<file path="config.mk">
export PLATFORM = sky130hd
export DESIGN_NAME = servant_uart_rx
export DESIGN_NICKNAME = d
export VERILOG_FILES = /design/src/rtl/servant_uart_rx.sv
export SDC_FILE = /design/constraint.sdc
export NUM_CORES = 1
export LEC_CHECK = 0
export CORE_MARGIN = 2
export CORE_UTILIZATION = 55
export CTS_CLUSTER_DIAMETER = 30
export DETAILED_ROUTE_END_ITERATION = 8
export PLACE_DENSITY = 0.72
export SKIP_CTS_REPAIR_TIMING = 1
export SLEW_MARGIN = 20
export SYNTH_ARGS = -nofsm -noshare
export SYNTH_HDL_FRONTEND = slang
export SYNTH_SLANG_ARGS = --single-unit
</file>
<file path="constraint.sdc">
create_clock -name wb_clk -period 3.9 [get_ports wb_clk]
set_clock_uncertainty 0.15 [all_clocks]
set_input_delay 0.78 -clock wb_clk [delete_from_list [all_inputs] [get_ports wb_clk]]
set_output_delay 0.78 -clock wb_clk [all_outputs]
set_load 0.05 [all_outputs]
</file>
<file path="src/rtl/servant_uart_rx.sv">
// servant_uart_rx: 8N1 console receiver with a first-word-fall-through byte FIFO.
// Define SERVANT_UART_RX_PARITY_EN to receive 8E1 frames instead of 8N1.
module servant_uart_rx #(
   parameter int unsigned CLKS_PER_BIT = 280,
   parameter int unsigned FIFO_AW      = 4
) (
   input  logic             wb_clk,
   input  logic             wb_rst_n,
   input  logic             i_rx,
   output logic [7:0]       o_data,
   output logic             o_valid,
   input  logic             i_ready,
   output logic             o_frame_err,
   output logic             o_overflow,
   output logic [FIFO_AW:0] o_level
);

   localparam int unsigned CNT_W = 16;
   localparam int unsigned DEPTH = 1 << FIFO_AW;
   localparam logic [CNT_W-1:0]   HALF_LOAD  = CNT_W'(CLKS_PER_BIT / 2 - 1);
   localparam logic [CNT_W-1:0]   BIT_LOAD   = CNT_W'(CLKS_PER_BIT - 1);
   localparam logic [FIFO_AW:0]   FULL_LEVEL = (FIFO_AW + 1)'(DEPTH);

   typedef enum logic [2:0] {
      ST_IDLE   = 3'd0,
      ST_START  = 3'd1,
      ST_DATA   = 3'd2,
      ST_STOP   = 3'd3,
      ST_BREAK  = 3'd4
`ifdef SERVANT_UART_RX_PARITY_EN
      ,ST_PARITY = 3'd5
`endif
   } state_t;

   logic             rx_meta_q, rx_meta_d;
   logic             rx_s_q, rx_s_d;
   state_t           state_q, state_d;
   logic [CNT_W-1:0] cnt_q, cnt_d;
   logic [2:0]       idx_q, idx_d;
   logic [7:0]       shreg_q, shreg_d;
   logic             ferr_q, ferr_d;
   logic             ovf_q, ovf_d;
   logic             valid_q, valid_d;
   logic [FIFO_AW:0] level_q, level_d;
   logic [FIFO_AW:0] wr_ptr_q, wr_ptr_d;
   logic [FIFO_AW:0] rd_ptr_q, rd_ptr_d;
`ifdef SERVANT_UART_RX_PARITY_EN
   logic             par_err_q, par_err_d;
`endif
   logic [7:0]       mem_q [DEPTH];

   logic tick_c;
   logic push_c;
   logic pop_c;
   logic full_c;
   logic wr_en_c;

   assign tick_c = (cnt_q == '0);

   // Frame decoder: start-bit qualification at half bit, then one sample per bit period.
   always_comb begin
      rx_meta_d = i_rx;
      rx_s_d    = rx_meta_q;
      state_d   = state_q;
      cnt_d     = cnt_q;
      idx_d     = idx_q;
      shreg_d   = shreg_q;
      ferr_d    = 1'b0;
      push_c    = 1'b0;
`ifdef SERVANT_UART_RX_PARITY_EN
      par_err_d = par_err_q;
`endif
      case (state_q)
         ST_IDLE: begin
            if (!rx_s_q) begin
               cnt_d   = HALF_LOAD;
               state_d = ST_START;
            end
         end
         ST_START: begin
            if (tick_c) begin
               if (!rx_s_q) begin
                  cnt_d   = BIT_LOAD;
                  idx_d   = 3'd0;
                  state_d = ST_DATA;
`ifdef SERVANT_UART_RX_PARITY_EN
                  par_err_d = 1'b0;
`endif
               end else begin
                  state_d = ST_IDLE;
               end
            end else begin
               cnt_d = cnt_q - CNT_W'(1);
            end
         end
         ST_DATA: begin
            if (tick_c) begin
               shreg_d[idx_q] = rx_s_q;
               cnt_d          = BIT_LOAD;
               idx_d          = idx_q + 3'd1;
               if (idx_q == 3'd7) begin
`ifdef SERVANT_UART_RX_PARITY_EN
                  state_d = ST_PARITY;
`else
                  state_d = ST_STOP;
`endif
               end
            end else begin
               cnt_d = cnt_q - CNT_W'(1);
            end
         end
`ifdef SERVANT_UART_RX_PARITY_EN
         ST_PARITY: begin
            if (tick_c) begin
               cnt_d   = BIT_LOAD;
               state_d = ST_STOP;
               if (^{shreg_q, rx_s_q}) begin
                  ferr_d    = 1'b1;
                  par_err_d = 1'b1;
               end
            end else begin
               cnt_d = cnt_q - CNT_W'(1);
            end
         end
`endif
         ST_STOP: begin
            if (tick_c) begin
               if (rx_s_q) begin
`ifdef SERVANT_UART_RX_PARITY_EN
                  push_c = ~par_err_q;
`else
                  push_c = 1'b1;
`endif
                  state_d = ST_IDLE;
               end else begin
                  ferr_d  = 1'b1;
                  state_d = ST_BREAK;
               end
            end else begin
               cnt_d = cnt_q - CNT_W'(1);
            end
         end
         ST_BREAK: begin
            // A held-low line must return high before another start bit is accepted.
            if (rx_s_q) begin
               state_d = ST_IDLE;
            end
         end
         default: begin
            state_d = ST_IDLE;
         end
      endcase
   end

   // FIFO bookkeeping: a push into a full FIFO only succeeds alongside a pop.
   always_comb begin
      pop_c    = valid_q & i_ready;
      full_c   = (level_q == FULL_LEVEL);
      wr_en_c  = push_c & (~full_c | pop_c);
      ovf_d    = ovf_q | (push_c & full_c & ~pop_c);
      wr_ptr_d = wr_ptr_q + (FIFO_AW + 1)'(wr_en_c);
      rd_ptr_d = rd_ptr_q + (FIFO_AW + 1)'(pop_c);
      level_d  = wr_ptr_d - rd_ptr_d;
      valid_d  = (level_d != '0);
   end

   always_ff @(posedge wb_clk) begin
      if (!wb_rst_n) begin
         rx_meta_q <= 1'b1;
         rx_s_q    <= 1'b1;
         state_q   <= ST_IDLE;
         cnt_q     <= '0;
         idx_q     <= '0;
         shreg_q   <= '0;
         ferr_q    <= 1'b0;
         ovf_q     <= 1'b0;
         valid_q   <= 1'b0;
         level_q   <= '0;
         wr_ptr_q  <= '0;
         rd_ptr_q  <= '0;
`ifdef SERVANT_UART_RX_PARITY_EN
         par_err_q <= 1'b0;
`endif
      end else begin
         rx_meta_q <= rx_meta_d;
         rx_s_q    <= rx_s_d;
         state_q   <= state_d;
         cnt_q     <= cnt_d;
         idx_q     <= idx_d;
         shreg_q   <= shreg_d;
         ferr_q    <= ferr_d;
         ovf_q     <= ovf_d;
         valid_q   <= valid_d;
         level_q   <= level_d;
         wr_ptr_q  <= wr_ptr_d;
         rd_ptr_q  <= rd_ptr_d;
`ifdef SERVANT_UART_RX_PARITY_EN
         par_err_q <= par_err_d;
`endif
      end
   end

   // Storage array is not reset; the pointers define which entries are live.
   always_ff @(posedge wb_clk) begin
      if (wr_en_c) begin
         mem_q[wr_ptr_q[FIFO_AW-1:0]] <= shreg_q;
      end
   end

   assign o_data      = valid_q ? mem_q[rd_ptr_q[FIFO_AW-1:0]] : 8'h00;
   assign o_valid     = valid_q;
   assign o_frame_err = ferr_q;
   assign o_overflow  = ovf_q;
   assign o_level     = level_q;

endmodule

</file>
# Word-level counts from Yosys, hierarchy flattened
# Memories as Yosys holds them, arrays and structs flattened. A register that Yosys moved wholly into a read port is not among the register bits.
# Cells that the tools add are included.
dict set report totals {
  register_bits 50
  mem_bits_rw 128
  in_bits 4
  out_inout_bits 16
  word_cells 84
  memories 1
}
dict set report op_classes {
  add_sub_neg 5
  magnitude_cmp 2
  eq_ne 15
  n_mux 30
  n_bitwise 8
  reduce_logical 11
}
# name words width rd rd_clocked_by_memory_dff write_ports line
set memory_table {}
lappend memory_table {mem_q 16 8 1 1 1 50} ;# logic [7:0] mem_q [DEPTH];
# operator n
set ops {}
lappend ops {{16-bit 2-to-1 mux} 5}
lappend ops {{16-bit case mux with 4 select lines} 1}
lappend ops {{3-bit 2-to-1 mux} 10}
lappend ops {{16-bit zero test} 1}
lappend ops {{2-bit inequality test, second input constant} 8}
lappend ops {{16-bit by 1-bit subtractor with 16-bit output, second input constant} 1}
lappend ops {{3-bit case mux with 5 select lines} 1}
lappend ops {{5-bit by 1-bit adder with 5-bit output} 2}
lappend ops {{8-bit bitwise mux} 1}
lappend ops {{8-bit 2-to-1 mux} 1}
lappend ops {{4-bit AND reduction} 2}
lappend ops {{1-bit 2-to-1 mux} 7}
lappend ops {{3-bit by 2-bit == test with 1-bit output, second input constant} 2}
lappend ops {{3-bit == test, second input constant} 2}
lappend ops {{3-bit case mux with 2 select lines} 1}
lappend ops {{6-bit AND reduction} 1}
lappend ops {{5-bit == test, second input constant} 1}
lappend ops {{5-bit nonzero test} 1}
lappend ops {{5-bit subtractor} 1}
lappend ops {{1-bit AND} 4}
lappend ops {{3-bit by 4-bit < comparator with 1-bit output, second input constant} 1}
lappend ops {{4-bit 2-to-1 mux} 1}
lappend ops {{4-bit nonzero test} 1}
lappend ops {{3-bit by 1-bit adder with 3-bit output, second input constant} 1}
lappend ops {{12 further kinds} 14}

# Longest topological paths before layout
dict set report logic_depth {
  ltp_word 7
  ltp_mapped 17
  ltp_nobuf 16
}

# Worst setup path after synthesis
# Ideal clock, no wire load.
dict set report synth_timing {
  path_kind {input -> register}
  from {in i_ready}
  to {reg valid_q, in the netlist o_valid}
  setup_time_ns 0.120
  t_arrival_ns 3.345
  required_ns 3.630
  setup_slack_ns 0.285
  cell_stages 13
  path_buffers 1
  cell_sequence {and2_1 -> nor4bb_1 -> nand4b_1 -> buf_2 -> inv_1 -> ha_1 -> ha_1 -> fa_1 -> a21o_1 -> a21oi_1 -> xnor2_1 -> xnor2_1 -> o31a_1}
}
dict set report synth_between {
  elab_chain_cells 6
  elab_cells_between_ends 7
  classes_between {3 x add/sub; 3 x bitwise; 1 x reduce/logical}
}
# element line
set synth_rtl {}
lappend synth_rtl {{from (decl)} 12} ;# input logic i_ready,
lappend synth_rtl {{1-bit AND} 157} ;# pop_c = valid_q & i_ready;
lappend synth_rtl {{1-bit OR} 159} ;# wr_en_c = push_c & (~full_c | pop_c);
lappend synth_rtl {{1-bit AND} 159}
lappend synth_rtl {{5-bit by 1-bit adder with 5-bit output} 161} ;# wr_ptr_d = wr_ptr_q + (FIFO_AW + 1)'(wr_en_c);
lappend synth_rtl {{named net wr_ptr_d[1]} 45} ;# logic [FIFO_AW:0] wr_ptr_q, wr_ptr_d;
lappend synth_rtl {{5-bit subtractor} 163} ;# level_d = wr_ptr_d - rd_ptr_d;
lappend synth_rtl {{5-bit nonzero test} 164} ;# valid_d = (level_d != '0);
lappend synth_rtl {{to (signal assigned)} 193} ;# valid_q <= valid_d;
lappend synth_rtl {{to (decl)} 43} ;# logic valid_q, valid_d;
# The timed path passes the listed nets, and every way through them passes these cells.
# A chain may end at the register's enable or synchronous reset.

# Worst setup path in the final report
# Ends and elaborated chain as after synthesis.

==> impl_metrics.toml <==
[global_route]
grt.busiest_layer = "met2"
use_met2_pct = 36.1
met1_usage_pct = 27.8
grt_pass1_vias = 4352
grt_use_met3_pct = 4.61
grt_max_degree = 35
antenna_found_initial = 0
grt_pass1_wl_um = 23400
track_usage_pct = 21.5
grt_overflow = 0

[sta]
grt_setup_unrepaired = "false"
worst_pin_slew_ns = 0.886
fin_ws_ns = 0.137
max_freq_mhz = 266
drv_slew = 0
finalHoldViolations = 0
period_share_pct = 96.5
period_needed_ns = 3.76
finalSetupViolations = 0
relSlewSlack_pct = 40.7

[clock_tree]
clk_latency_ns = 0.43
clock-sinks = 178
clk_path_buf_depth = 2
root_buffer = "clkbuf_16"
cts_made_buffers = 17
cts.reportedPaths.clkPinSlew_ns = 0.06
cts_tree = "done"
h-tree-depth = 4

[place]
hpwlAfterDp_um = 9380
pre_cts_ws_ns = -0.309
io_buffers = 19
gp_congestion = 0.874

[synth]
yosys_warnings = 0
postSynth.asyncResetShare_pct = 0
synth-seq-cells = 178
synth_area_um2 = 7530
syn_area_per_cell_um2 = 15.6
yosysUniqueCellTypes = 57
synthCells = 483
synth_nets = 499
seq_area_frac_synth_pct = 64.3
synth_edf_count = 128
synthFlopType = "edfxtp_1"

[pwr]
leakage_nw = 2.96
peakVddDrop_uv = 304
p_per_area_nw_per_um2 = 524

[cells_and_area]
n_fill_cell = 912
drive_above_1_share_pct = 23.3
syn_to_final_growth_pct = 15.2
mostFrequentLayoutCell = "edfxtp_1"
final-seq-area_um2 = 4850
n_antenna_cell = 0
nets = 543
multi_input_area_um2 = 2550
postLayoutCoreUtil_pct = 65.2
layout_common_cells = "edfxtp_1 (128), dfxtp_1 (49), mux4_2 (40)"

[flow_run]
max-cap-violations = 0

[critical_path]
path_max_fanout = 2
startpoint_type = "primary input"
cp_num_cells = 13
crit_type = "primary input to register"
end_kind = "register"
crit_family = "adder cells"
cp.required_ns = 4.07
reg2reg_depth = 12
critical_path_buf_inv_count = 2
cp.arrival_ns = 3.93
critPathMaxStageDelay_ns = 0.47
cp_cell_sequence = "clkdlybuf4s50_1 -> and2_1 -> nor4bb_1 -> nand4b_1 -> inv_1 -> ha_1 -> ha_1 -> fa_1 -> a21o_1 -> a21oi_1 -> xnor2_1 -> xnor2_1 -> o31a_1"
critical_path.slowest_cell = "fa_1"

[detailed_routing]
routedWlPerCell_um = 19.8
drt_iter0_markers = 388
drt-pass1-iter-count = 4
ant_nets = 0
routed_via_density = 5.89
drc = 0
routed_wl_um = 14200
dr_total_vias = 4214

[worst_hold_path]
hold_path.class = "register to register"
holdPathStages = 1

[floorplanning]
coreArea_um2 = 13300
dieArea_um2 = 14600
die_y_um = 121
die_x_um = 121
row_count = 42
start_util_pct = 56.6
ios = 20

[run_status]
status = "complete, no violations"
[state kept, by name (all words and copies together) (netlist names)]
register,cells
shreg_q,8
idx_q,3
o_valid,1
wr_ptr_q,5
o_frame_err,1
state_q,3
cnt_q,16
rx_s_q,1
o_overflow,1
mem_q,128
rd_ptr_q,5
rx_meta_q,1
o_level,5
[layout make-up]
type | count | area share, %
timing repair buffer | 48 | 4.62
clock inverter | 14 | 2.16
inverter | 10 | 0.433
multi-input combinational | 272 | 29.4
clock buffer | 18 | 4.95
tap | 176 | 2.54
sequential | 178 | 55.9
[power by group]
| group | internal, mW | leakage, nW | switching [mW] |
|---|---|---|---|
| combinational | 0.318 | 1.07 | 0.395 |
| sequential | 2.04 | 1.59 | 0.0340 |
| clock | 1.07 | 0.294 | 0.693 |
[through the flow]
step	power (mW)	cells	TNS, ns	cell area, um2	hold WS (ns)
2_1_floorplan	2.64	483	0	7530	0.236
3_3_place_gp	2.81	684	-0.223	8060	0.241
3_5_place_dp	2.83	684	-0.495	8060	0.255
4_1_cts	4.58	716	0	8670	0.270
5_1_grt	4.72	716	0	8670	0.282
6_report	4.55	716	0	8670	0.261
[Yosys cell counts (3+ instances only)]
cell        n  area share, %
or4_4       3           0.45
and4_1      3           0.35
buf_2       6           0.40
clkbuf_1   15           0.75
nor2_1     23            1.1
nor2b_1    17            1.4
and2_1     20            1.7
nand2b_1    7           0.58
edfxtp_1  128             51
nand4_1     7           0.58
nor3_1      7           0.47
mux4_2     40             12
ha_1       11            1.8
a21oi_1    12           0.80
dfxtp_1    50             13
a21o_1      3           0.30
xor2_1      5           0.58
nor4_1      9           0.75
inv_1      10           0.50
nand2_1    16           0.80
mux2i_1     8            1.1
nand3_1     8           0.53
xnor2_1    12            1.4
a21boi_1    6           0.60
o21ai_0     8           0.53
or3_1       8           0.66
[logic make-up after synthesis]
kind of cell,count (synthesis),synth area share (%)
fa+ha+maj,12,2.09
xor+xnor,17,1.98
simple gates,146,11.6
compound gates,49,5.17
buf+inv,33,1.79
mux,48,13.0
flops,178,64.3
[path summary, 6_finish.rpt]
check,slack [ns],startpoint,to
worst max-delay path,0.14,i_ready,o_valid
worst min-delay path,0.26,rx_meta_q,rx_s_q
worst max register to register,0.30,cnt_q[8],o_valid
worst min register to register,0.26,rx_meta_q,rx_s_q
[routing by layer]
metal | share of wire, % | vias up
li1 | - | 1951
met1 | 41 | 2144
met2 | 53 | 95
met3 | 4.5 | 24
met4 | 1.5 | 0
met5 | 0 | -
(Power assumes the default switching activity.)
